`src/rtl/mc_control_unit.sv`:
```
// Multi-cycle control unit: sequences each instruction through FETCH/DECODE/EXEC/MEM/WB,
// owns the {S,Z,C,O} flag register and resolves branches from the registered flags.
//
// state    | meaning
// ---------+-----------------------------------------------------------
// S_FETCH  | wait for imem_ready, load IR and advance PC
// S_DECODE | legality check; illegal encodings divert to S_HALT
// S_EXEC   | drive ALU control, update flags, resolve branches
// S_MEM    | LM read in flight, hold until mem_ready
// S_WB     | first (or only) register write
// S_WB2    | second XCHG write, kept in its own cycle
// S_HALT   | absorbing after an illegal decode, only reset exits
module mc_control_unit #(
   parameter int FUNCT_W  = 9,
   parameter int ALUCTL_W = 5,
   parameter int FLAG_W   = 4
) (
   input  logic                clk,
   input  logic                reset,
   input  logic                op,
   input  logic [FUNCT_W-1:0]  funct,
   input  logic                imem_ready,
   input  logic                mem_ready,
   input  logic [FLAG_W-1:0]   alu_flags,
   output logic                ir_write,
   output logic                pc_write,
   output logic                pc_src,
   output logic                alu_src,
   output logic [ALUCTL_W-1:0] alu_control,
   output logic                imm_src,
   output logic                mem_read,
   output logic                reg_write,
   output logic                reg_write_sel,
   output logic                wb_src,
   output logic [FLAG_W-1:0]   flags_q,
   output logic                illegal,
   output logic                busy
);

   typedef enum logic [2:0] {
      S_FETCH, S_DECODE, S_EXEC, S_MEM, S_WB, S_WB2, S_HALT
   } state_t;

   state_t              r_state;
   state_t              w_next;
   logic [FLAG_W-1:0]   r_flags;
   logic                r_illegal;

   logic [4:0] w_code;
   logic [3:0] w_sub;
   logic       w_is_lm;
   logic       w_is_li;
   logic       w_is_br;
   logic       w_is_xchg;
   logic       w_is_nowb;
   logic       w_illegal;
   logic       w_flag_upd;
   logic       w_taken;

   assign w_code = funct[4:0];
   assign w_sub  = funct[FUNCT_W-1:FUNCT_W-4];

   // Op=1 subtypes: 0 JE, 1 JB, 2 JA, 3 JL, 4 JG, 5 JMP, 6 LI, 7 LM
   assign w_is_lm    = op && (w_sub == 4'd7);
   assign w_is_li    = op && (w_sub == 4'd6);
   assign w_is_br    = op && (w_sub < 4'd6);
   assign w_is_xchg  = !op && (w_code == 5'd7);
   // NOP=0, ShowR=18, ShowRSeg=19, CMP=20 finish in EXEC with no write-back
   assign w_is_nowb  = !op && ((w_code == 5'd0) || (w_code == 5'd18) ||
                               (w_code == 5'd19) || (w_code == 5'd20));
   assign w_illegal  = op ? w_sub[3] : ((w_code == 5'd17) || (w_code > 5'd20));
   assign w_flag_upd = !op && (((w_code >= 5'd1) && (w_code <= 5'd5)) ||
                               ((w_code >= 5'd9) && (w_code <= 5'd16)) ||
                               (w_code == 5'd20));

   always_comb begin
      w_taken = 1'b0;
      case (w_sub[2:0])
         3'd0:    w_taken = r_flags[2];
         3'd1:    w_taken = r_flags[1];
         3'd2:    w_taken = !r_flags[1] && !r_flags[2];
         3'd3:    w_taken = r_flags[3] ^ r_flags[0];
         3'd4:    w_taken = !r_flags[2] && !(r_flags[3] ^ r_flags[0]);
         3'd5:    w_taken = 1'b1;
         default: w_taken = 1'b0;
      endcase
   end

   always_ff @(posedge clk or posedge reset) begin
      if (reset) begin
         r_state   <= S_FETCH;
         r_flags   <= '0;
         r_illegal <= 1'b0;
      end else begin
         r_state <= w_next;
         if (r_state == S_EXEC && w_flag_upd)
            r_flags <= alu_flags;
         if (r_state == S_DECODE && w_illegal)
            r_illegal <= 1'b1;
      end
   end

   always_comb begin
      w_next = r_state;
      case (r_state)
         S_FETCH:  w_next = imem_ready ? S_DECODE : S_FETCH;
         S_DECODE: w_next = w_illegal ? S_HALT : S_EXEC;
         S_EXEC: begin
            if (w_is_lm)
               w_next = S_MEM;
            else if (w_is_br || w_is_nowb)
               w_next = S_FETCH;
            else
               w_next = S_WB;
         end
         S_MEM:    w_next = mem_ready ? S_WB : S_MEM;
         S_WB:     w_next = w_is_xchg ? S_WB2 : S_FETCH;
         S_WB2:    w_next = S_FETCH;
         S_HALT:   w_next = S_HALT;
         default:  w_next = S_FETCH;
      endcase
   end

   always_comb begin
      ir_write      = 1'b0;
      pc_write      = 1'b0;
      pc_src        = 1'b0;
      alu_src       = 1'b0;
      alu_control   = '0;
      imm_src       = 1'b0;
      mem_read      = 1'b0;
      reg_write     = 1'b0;
      reg_write_sel = 1'b0;
      wb_src        = 1'b0;
      case (r_state)
         S_FETCH: begin
            if (imem_ready) begin
               ir_write = 1'b1;
               pc_write = 1'b1;
            end
         end
         S_EXEC: begin
            if (!op)
               alu_control = ALUCTL_W'(w_code);
            else if (w_is_lm)
               alu_control = ALUCTL_W'(22);
            else if (w_is_li)
               alu_control = ALUCTL_W'(21);
            else
               alu_control = ALUCTL_W'(1);
            alu_src = (!op && w_code[3]) || w_is_li;
            imm_src = w_is_li || w_is_br;
            if (w_is_br && w_taken) begin
               pc_write = 1'b1;
               pc_src   = 1'b1;
            end
         end
         S_MEM: mem_read = 1'b1;
         S_WB: begin
            reg_write = 1'b1;
            wb_src    = w_is_lm;
         end
         S_WB2: begin
            reg_write     = 1'b1;
            reg_write_sel = 1'b1;
         end
         default: ;
      endcase
   end

   assign flags_q = r_flags;
   assign illegal = r_illegal;
   assign busy    = (r_state != S_FETCH);

endmodule

```
`config.mk`:
```
export PLATFORM = sky130hd
export DESIGN_NAME = mc_control_unit
export DESIGN_NICKNAME = d
export VERILOG_FILES = /design/src/rtl/mc_control_unit.sv
export SDC_FILE = /design/constraint.sdc
export NUM_CORES = 1
export LEC_CHECK = 0
export ABC_AREA = 1
export BUFFER_PORTS_ARGS = -buffer_cell sky130_fd_sc_hd__buf_2
export CORE_UTILIZATION = 45
export DETAILED_ROUTE_END_ITERATION = 6
export GPL_ROUTABILITY_DRIVEN = 0
export GPL_TIMING_DRIVEN = 0
export PLACE_DENSITY = 0.87
export SLEW_MARGIN = 20
export SYNTH_ARGS = -nofsm -noshare
export SYNTH_HDL_FRONTEND = slang
export SYNTH_SLANG_ARGS = --single-unit
export TNS_END_PERCENT = 50
```
`constraint.sdc`:
```
create_clock -name clk -period 1.3 [get_ports clk]
set_input_delay 0.13 -clock clk [delete_from_list [all_inputs] [get_ports clk]]
set_output_delay 0.13 -clock clk [all_outputs]
set_load 0.01 [all_outputs]
```
## Word level (Yosys, flattened, before mapping)

Index checks and enable logic that the tools add are counted.

- $lt $le $gt $ge: 6
- Eq/ne operators: 18
- Muxes and demuxes: 24
- Bitwise operators: 1
- Reduce and logical (&&, ||, !) cells: 32

Operators with widths:

| kind | count |
|---|---|
| $eq A5 B5 Y1 const B | 4 |
| $mux W5 | 4 |
| $pmux W3 S6 | 1 |
| $eq A3 B3 Y1 const B | 5 |
| $mux W3 | 5 |
| $logic_and A1 B1 Y1 | 14 |
| $eq A3 B2 Y1 const B | 4 |
| $mux W1 | 12 |
| $logic_or A1 B1 Y1 | 9 |
| $eq A4 B3 Y1 const B | 2 |
| $eq A3 B1 Y1 const B | 2 |
| $logic_not A3 Y1 | 2 |
| $pmux W1 S6 | 1 |
| $eq A5 B3 Y1 const B | 1 |
| $ge A5 B1 Y1 const B | 1 |
| $ge A5 B4 Y1 const B | 1 |
| $gt A5 B5 Y1 const B | 1 |
| $le A5 B3 Y1 const B | 1 |
| $le A5 B5 Y1 const B | 1 |
| $logic_not A5 Y1 | 1 |
| $logic_not A1 Y1 | 4 |
| $lt A4 B3 Y1 const B | 1 |
| $reduce_bool A3 Y1 | 1 |
| $pmux W1 S2 | 1 |
| 2 further kinds | 2 |

- Register bits: 8
- Bits of input ports: 18
- Output and inout bits: 20
- Word-level logic and storage cells: 84

## Longest topological paths before layout

- Word-level depth: 9
- Depth in mapped cells: 9
- Depth with buffers taken out: 9

## Least setup slack after synthesis

OpenSTA, ideal clock, no wires.

- Path type: flip-flop to output port
- Start point: reg r_state[0]
- End point: out alu_control[2]
- Arrival time: 1101 ps
- Required time: 1170 ps
- Setup slack: 69 ps
- Cell stages (with the launch flop): 6
- Buffers on the path: 0
- Path through: dfrtp_1 -> inv_1 -> nand3_4 -> nor2_4 -> a31oi_1 -> a21oi_1

- Longest elaborated chain between the ends: 2

RTL lines:

| element | RTL line | text |
|---|---|---|
| start, declared | 44 | `state_t r_state;` |
| start signal, assigned | 95 | `r_state <= w_next;` |
| $eq A3 B2 Y1 | 135 | `case (r_state)` |
| $mux W5 | 135 |  |
| end, declared | 29 | `output logic [ALUCTL_W-1:0] alu_control,` |

No other way between the ends.

## Final worst setup path

- Start point: reg r_state[2]
- End point: out imm_src

- Longest elaborated chain between the ends: 2

RTL lines:

| element | RTL line | text |
|---|---|---|
| $eq A3 B2 Y1 | 135 |  |
| $mux W1 | 135 |  |
| end, declared | 30 | `output logic imm_src,` |

No other way between the ends.

==> metrics.txt <==
flop-to-flop setup slack=0 ns; drt via density=5.17; WP data required=around 1.2 ns; H-tree depth=1; Crit path largest cell delay=0.42 ns; Worst Hold Depth=3; Startpoint Class=flip-flop; cell count after synthesis=between 100 and 150; worst skew pair latency=0.25 ns; critical path endpoint category=primary output; initial antenna violation count=0; Max Fanout on Critical Path=6; most common cell after layout, fill and taps aside=nand2_1; WHS Endpoint=flags_q[3]; # DRC=6; worst slew pin tran=about 0.31 ns; Worst VDD drop=approximately 1.2 mV; CP max-delay cell=dfrtp_1; Avg WL per Cell=between 10 and 15 microns; placed cell areas=980 sq um; Final setup viols=12; Area Overhead vs Synth=49.4%; Synth Register Bits=8; slew margin rel.=between 70% and 80%; DR iter-0 viols=30; final period utilization=118%; skew final=~0.0061 ns; RR Endpoint=flags_q[1]; DP Wirelength=roughly 1.6 mm; Final min period=~1.5 ns; Pwr Total=between 1500 and 2000 uW; Finished Cell Area=~1200 sq um; CTS tree=done; Post-Syn Area=roughly 770 sq um; NumNets Final=approximately 200; largest net degree at the start of global routing=9; Core ar.=approximately 1600 sq um; WS Path Type=flip-flop to primary output; Critical Path AT=1.40 ns; commonest non-fill, non-tap cells in the layout=nand2_1 (38), buf_2 (37), inv_1 (21); Hold Startpoint=alu_flags[3]; CP Cell Sequence=inv_4 -> nand3_4 -> inv_4 -> nand4_1 -> o21ai_0 -> buf_2; unique cell type count in the Yosys netlist=22; Setup WS post-layout=-0.228 ns; P_leak=approximately 0.00072 uW; status=complete, but fails checks; syn nets=150; vias in the first global route=about 880; syn_area_per_cell=around 5.9 sq um; Die ar.=roughly 1900 sq um; R2R depth=8; final hold viol count=0; setup tns final=-1.63 ns; fin. max-slew vios=0; I/O pins=38; layout cells sized above 1=41.1%; Hold Crit Class=input port to flip-flop; RSZ-0062 raised after global routing=true; fmax=between 600 and 700 MHz; pwr/cell area=between 1500 and 2000 nW/um^2; sequential fraction of the synthesis area=25.8%; Hold Slack=roughly 0.11 ns; pre-CTS setup slack=-0.112 ns; Rows=14; first-pass GRT wire length=3.37 mm; PortBufs=37; via count=around 1.0k; total CTS buffers=3; failing checks=design-rule violations, negative setup slack; Root Buffer=clkbuf_4; FILL cells=about 120; die width=43.5 microns; initial core utilization=~50%; ANT cells=0; clock-pin transition on the worst setup and hold timing paths=0.06 ns; Total GRT Usage=23.1%; Antenna Nets Post-Route=0; detailed-router iteration count before antenna repair=6; max_cap viols=0; worst reg2reg startpoint=r_state[2]; Die Y=43.5 microns; Clock Sinks=8; final wirelength=2.36 mm; most used cell along the critical path=inv_4; CTS max path bufs=2; Ys Warns=0; GRT overflow=0
[synthesized netlist by cell type]
master	number	area, sq um
nor2_2	3	18.8
o22ai_1	1	6.26
a21oi_1	7	35.0
or2_1	1	6.26
a31oi_1	1	6.26
nand3_1	14	70.1
nand3_4	1	17.5
inv_2	2	7.51
o21ai_1	1	5.00
nor2_4	1	11.3
nor2_1	14	52.6
a211oi_1	1	7.51
o21ai_0	2	10.0
nand4_1	2	12.5
nand3_2	1	10.0
o21bai_1	1	7.51
nand2_2	1	6.26
nand4_4	1	21.3
dfrtp_1	8	200
nand2_1	42	158
o211ai_1	1	7.51
inv_1	26	97.6
[how the worst max path moves through the flow]
stage / startpoint / endpoint / slack, ns / cells past startpoint
floorplan: r_state[0] / alu_control[2] / 0.07 / 5
global placement: r_state[0] / alu_control[2] / -0.07 / 6
detailed placement: r_state[0] / alu_control[2] / -0.11 / 6
CTS: flags_q[2] / pc_write / -0.15 / 9
global route: flags_q[2] / pc_write / -0.32 / 9
finish: r_state[2] / imm_src / -0.23 / 6
[area by class of cell]
class | count | area, sq um | area share (%)
tap | 16 | 20.0 | 1.73
inverter | 28 | 110 | 9.51
multi-input combinational | 96 | 510 | 44.1
timing repair buffer | 50 | 293 | 25.3
clock buffer | 3 | 22.5 | 1.95
sequential | 8 | 201 | 17.4
[registers in the layout, summed over array words and instances, names as in the netlist]
signal / flops
illegal: 1
r_state: 3
flags_q: 4
[power breakdown]
part / total [uW] / internal (uW) / switching, uW
Combinational: 1130 / 501 / 624
Clock: 187 / 105 / 81.7
Sequential: 463 / 348 / 115
[repair_timing]
item | in CTS | in global routing
gates resized for setup | 9 | 12
pin swaps | 3 | 5
hold buffers | 1 | 0
endpoints found under the hold margin | 8 | 0
setup endpoints to repair | 15 | 18
buffers inserted | 5 | 7
[cells by family after synthesis]
| group | count (synthesis) | share of synthesized area [%] |
|---|---|---|
| AND/OR/NAND/NOR | 81 | 49.6 |
| buffers and inverters | 28 | 13.6 |
| AO/OA/AOI/OAI | 15 | 11.0 |
| flip-flops | 8 | 25.8 |
[through the flow]
step                utilization (%)  instances
floorplan                         -        132
global placement               62.8        185
detailed placement             62.8        185
CTS                            68.5        194
global route                   74.2        201
finish                         74.2        201
[worst max-delay path, delay by kind of cell, from the launching register on]
| kind | cells | cell delay, ns |
|---|---|---|
| simple gates | 2 | 0.23 |
| buf+inv | 3 | 0.37 |
| flops | 1 | 0.42 |
| compound gates | 1 | 0.13 |
[per-layer routing]
layer	track usage (%)	share of wire, %
met1	28.0	38
met2	43.0	53
met3	1.67	6.4
met4	7.50	2.3
met5	0	0
Power figures use the tool's default switching activity.
